**config.mk**
```make
export PLATFORM = sky130hd
export DESIGN_NAME = sub_32bit
export DESIGN_NICKNAME = d
export VERILOG_FILES = /design/src/rtl/sub_32bit.sv
export SDC_FILE = /design/constraint.sdc
export NUM_CORES = 1
export LEC_CHECK = 0
export BUFFER_PORTS_ARGS = -buffer_cell sky130_fd_sc_hd__buf_2
export CAP_MARGIN = 20
export CORE_MARGIN = 8
export CORE_UTILIZATION = 40
export DETAILED_ROUTE_END_ITERATION = 8
export GPL_ROUTABILITY_DRIVEN = 0
export PLACE_DENSITY = 0.82
export SETUP_SLACK_MARGIN = 0.15
export SYNTH_ARGS = -nofsm -noshare
export SYNTH_HDL_FRONTEND = slang
export SYNTH_SLANG_ARGS = --single-unit
export TNS_END_PERCENT = 50
```
**constraint.sdc**
```tcl
create_clock -name clk -period 17.2 [get_ports clk]
set_input_delay 1.72 -clock clk [delete_from_list [all_inputs] [get_ports clk]]
set_output_delay 1.72 -clock clk [all_outputs]
set_load 0.02 [all_outputs]
```
**src/rtl/sub_32bit.sv**
```systemverilog
// rtl/sub_32bit.sv - unsigned 32-bit subtractor with borrow, plus registered result and sticky borrow
//
// Purpose: Diff = (A - B) mod 2^32 and B_out = (A < B), built from four chained
// 8-bit borrow slices. The same result is also registered on clk, together
// with a sticky flag that remembers any registered borrow until reset.
//
// Ports:
//   clk           in   1   rising edge updates the registered outputs only
//   rst           in   1   asynchronous, active-high; clears registered outputs
//   A             in   32  minuend, unsigned
//   B             in   32  subtrahend, unsigned
//   Diff          out  32  combinational (A - B) mod 2^32
//   B_out         out  1   combinational borrow-out, 1 iff A < B
//   Diff_q        out  32  Diff registered on clk
//   B_out_q       out  1   B_out registered on clk
//   borrow_sticky out  1   set by a registered borrow, held until reset

module sub_32bit (
  input  logic        clk,
  input  logic        rst,
  input  logic [31:0] A,
  input  logic [31:0] B,
  output logic [31:0] Diff,
  output logic        B_out,
  output logic [31:0] Diff_q,
  output logic        B_out_q,
  output logic        borrow_sticky
);

  localparam int WIDTH  = 32;
  localparam int SLICE  = 8;
  localparam int NSLICE = WIDTH / SLICE;

  // One borrow slice: returns {borrow_out, difference}. The borrow ripples
  // bit by bit inside the slice, and slice to slice through bin.
  function automatic logic [SLICE:0] slice_sub(
    input logic [SLICE-1:0] a,
    input logic [SLICE-1:0] b,
    input logic             bin
  );
    logic [SLICE-1:0] d;
    logic             br;
    d  = '0;
    br = bin;
    for (int i = 0; i < SLICE; i++) begin
      d[i] = a[i] ^ b[i] ^ br;
      br   = (~a[i] & b[i]) | (~(a[i] ^ b[i]) & br);
    end
    return {br, d};
  endfunction

  logic [WIDTH-1:0] diff_c;
  logic             borrow_c;

  always_comb begin
    logic [SLICE:0] r;
    diff_c   = '0;
    borrow_c = 1'b0;   // slice 0 borrow-in
    r        = '0;
    for (int k = 0; k < NSLICE; k++) begin
      r = slice_sub(A[k*SLICE +: SLICE], B[k*SLICE +: SLICE], borrow_c);
      diff_c[k*SLICE +: SLICE] = r[SLICE-1:0];
      borrow_c = r[SLICE];
    end
  end

  assign Diff  = diff_c;
  assign B_out = borrow_c;

  always_ff @(posedge clk or posedge rst) begin
    if (rst) begin
      Diff_q        <= '0;
      B_out_q       <= 1'b0;
      borrow_sticky <= 1'b0;
    end else begin
      Diff_q        <= diff_c;
      B_out_q       <= borrow_c;
      // Uses the borrow being captured this edge, not the previous B_out_q.
      borrow_sticky <= borrow_sticky | borrow_c;
    end
  end

endmodule

```
### Yosys cells after proc, flatten, opt, wreduce, memory -nomap -nowiden

Cells that the tools add are included.

| word-level totals | value |
|---|---|
| register bits | 34 |
| input bits | 66 |
| logic and storage cells | 224 |
| output and inout bits | 67 |

| cells by class | value |
|---|---|
| bitwise logic cells | 221 |

Operators by type and width:

| operator | number |
|---|---|
| $and A1 B1 Y1 | 63 |
| $not A1 Y1 | 63 |
| $xor A1 B1 Y1 | 63 |
| $or A1 B1 Y1 | 32 |

### Logic depth before layout (Yosys ltp)

| depth | value |
|---|---|
| word-level depth | 65 |
| mapped depth | 37 |
| mapped depth without buffers | 37 |

### Least setup slack after synthesis

OpenSTA, ideal clock, no wires.

| timing path | value |
|---|---|
| path type | input to output |
| from | in A[0] |
| to | out Diff[31] |
| arrival | 13.705 ns |
| slack | 1.775 ns |
| required time | 15.480 ns |
| buffers on the path | 0 |
| stages | 36 |
| cell sequence | inv_1 ha_1 inv_1 fa_1 inv_1 fa_1 fa_1 fa_1 fa_1 fa_1 fa_1 fa_1 fa_1 fa_1 fa_1 fa_1 fa_1 fa_1 fa_1 fa_1 fa_1 fa_1 fa_1 fa_1 fa_1 fa_1 fa_1 fa_1 fa_1 fa_1 fa_1 fa_1 fa_1 fa_1 inv_1 fa_1 |

| on the way | value |
|---|---|
| word-level cells in the longest chain between the ends | 63 |

Ends and longest elaborated chain:

| element | RTL line | source |
|---|---|---|
| from (decl) | 21 | `input logic [31:0] A,` |
| $not A1 Y1 | 47 | `br = (~a[i] & b[i]) \| (~(a[i] ^ b[i]) & br);` |
| $and A1 B1 Y1 (2 in a row) | 47 |  |
| $or A1 B1 Y1 | 47 |  |
| $and A1 B1 Y1 | 47 |  |
| $or A1 B1 Y1 | 47 |  |
| $and A1 B1 Y1 | 47 |  |
| $or A1 B1 Y1 | 47 |  |
| $and A1 B1 Y1 | 47 |  |
| (+46 left out) | - |  |
| $or A1 B1 Y1 | 47 |  |
| $and A1 B1 Y1 | 47 |  |
| $or A1 B1 Y1 | 47 |  |
| $and A1 B1 Y1 | 47 |  |
| $or A1 B1 Y1 | 47 |  |
| $and A1 B1 Y1 | 47 |  |
| $or A1 B1 Y1 | 47 |  |
| $xor A1 B1 Y1 | 46 | `d[i] = a[i] ^ b[i] ^ br;` |
| to (decl) | 23 | `output logic [31:0] Diff,` |

No other way between the ends.

### Worst setup path after layout

Same ends and word-level chain as after synthesis.

==> results.md <==
* Internal at ~160 uW
* Total global-route track usage at roughly 14%
* Clk_skew at 0 ps
* CTS root buf: clkbuf_8
* Worst IR drop on VDD at roughly 0.000047 V
* Maxcap violations at 0
* Placed instance count at between 300 and 400
* TritonCTS Sinks at 34
* Clock power share at around a fifth
* Synthesized area per cell at about 13 sq um
* CTS tree: yes
* Psw at 102 uW
* Distinct cells, synth at 5
* Wire per inst at about 14 um
* Overflow after GRT at 0
* Ys flop type: dfrtp_1
* PD cells at about 100 mW/mm^2
* IO Port Bufs at between 100 and 150
* Final period util at between 90 and 100%
* Flops & latches, synth at 34
* TNS Setup at 0 ps
* Initial antenna violation count at 0
* Rel. slew slack at a little under three quarters
* Top-area cell type share of the netlist area at about half
* Residual DRC at 0
* Final hold violations at 0
* Outcome: completed
* CP startpoint kind: input port
* Worst Path Arrival at between 10000 and 15000 ps
* CP Capture Type: output pin
* Area leader, netlist: dfrtp_1
* Combinational Power Share at 42.2%
* Layout cells sized above 1 at approximately half
* Die Ht at just over 80 um
* Max Transition Viols Final at 0
* Number of routed nets with antenna violations at 0
* Post-Synthesis Cells at around 130
* CP max-delay cell: fa_1
* # diodes at 0
* H-tree levels at 2
* Final #Nets at 372
* Area growth syn-to-layout at 46.5%
* Via count at about 1.3k
* Routed vias/inst at roughly 4.1
* Core box area at roughly 0.0043 sq mm
* Top cells by count, synth: inv_1 (67), dfrtp_1 (34), fa_1 (31)
* I/O pin count at about 130
* Setup-failing EPs final at 0
* Static Leak at 1.54 nW
* Later-pin clock latency in the skew report at 270 ps
* Seq/Total Area, Yosys at ~50%
* Die W at just over 80 um
* CP Data Required Time at 15480 ps
* DIE AREA at approximately 0.0067 sq mm
* Crit path kind: in -> out
* Hold slack at approximately 460 ps
* Clock-pin slew on the worst setup and hold paths at 60 ps
* First-pass GRT wire length at approximately 7 mm
* Sequential power share at ~37%
* Slew @ Worst Pin at around 430 ps
* Starting Density at 40.8%
* Hpwl dp at about 4 mm
* Post-synth EDFFs at 0
* Final WL at 4.57 mm
* Worst min-delay path class: reg -> reg
* Most common cell in the netlist: inv_1
* PostCTS Resize Cnt at 0
* Cell area after synthesis at about 0.0017 sq mm
* Number of global-route vias before repair at roughly 1.5k
* Syn nets at around 230
* Largest net degree at the start of global routing at 35
* Setup Buffers After CTS at 0
* Minimum clock period at approximately 16000 ps
* Sw frac at between 30% and 40%
* Fin cells at between 300 and 400
* CTS buffer count at 5
* Clock buffer depth at 2
* CP max FO at 2
* Ranking of synthesized cells by area: dfrtp_1 (49%), fa_1 (36%), inv_1 (14%)
* Worst reg2reg setup slack at 16590 ps
* Row count at 24
* Max stage delay on crit path at roughly 430 ps
* Post-CTS Hold Buffers at 0
* Drt first pass iters at 4
* Drt initial violations at 48
* Fmax at approximately 62 MHz
* Asr flop ratio synth at 100%
* CP dominant cell by count: fa_1
* Yosys warns at 0
* RSZ-0062 raised after global routing: false
kinds of logic (layout without fill, tap and decap cells):
group | count (synthesis) | count (layout) | synth area share [%]
adders and majority gates | 32 | 32 | 36.4
buffers and inverters | 67 | 207 | 14.4
DFF | 34 | 34 | 48.9
and+or+nand+nor | 1 | 1 | 0.359
sequential cells by signal, indices dropped and copies added, names as in the netlist:
| name | flops |
|---|---|
| Diff_q | 32 |
| B_out_q | 1 |
| borrow_sticky | 1 |
path summary, 6_finish.rpt:
check | cells past startpoint | endpoint | startpoint
max | 38 | Diff[31] | A[0]
min | 1 | borrow_sticky | borrow_sticky
max reg2reg | 1 | borrow_sticky | borrow_sticky
min reg2reg | 1 | borrow_sticky | borrow_sticky
max in group asynchronous | 3 | Diff_q[23] | rst
min in group asynchronous | 3 | Diff_q[19] | rst
routing by layer:
metal	routed length (um)	track usage [%]
met1	1360	13.3
met3	629	6.13
met2	2550	24.8
met4	31	5.26
met5	0	0
stage by stage:
step / util (%) / area [sq um] / power (mW) / setup WS [ps]
floorplan: - / 1740 / 0.165 / 1770
global placement: 58.0 / 2470 / 0.208 / 1220
detailed placement: 58.0 / 2470 / 0.212 / 960
CTS: 59.8 / 2550 / 0.267 / 949
global route: 59.8 / 2550 / 0.282 / 563
finish: 59.8 / 2550 / 0.262 / 1000
placed cells by master (no fill, tap or decap), drive strengths merged:
cell and instances:
clkbuf 7, ha 1, fa 31, nand2b 1, dfrtp 34, buf 133, inv 67
power groups by stage:
stage	Combinational [mW]	Clock, mW	Sequential (mW)
2_1_floorplan	0.0446	0	0.120
3_3_place_gp	0.109	0	0.0989
3_5_place_dp	0.113	0	0.0996
4_1_cts	0.113	0.0563	0.0981
5_1_grt	0.121	0.0612	0.0993
6_report	0.110	0.0533	0.0980
worst max-delay path, delay by kind of cell:
| family | cells | cell delay [ps] |
|---|---|---|
| adders and majority gates | 32 | 12260 |
| buffers and inverters | 6 | 470 |
cell type report:
type / instances / area, sq um
clock buffer: 7 / 76.3
timing repair buffer: 133 / 668
multi-input combinational: 33 / 639
fill: 369 / 1710
sequential: 34 / 851
tap: 52 / 65.1
inverter: 67 / 251
No activity file was read; power rests on OpenSTA's default activity.
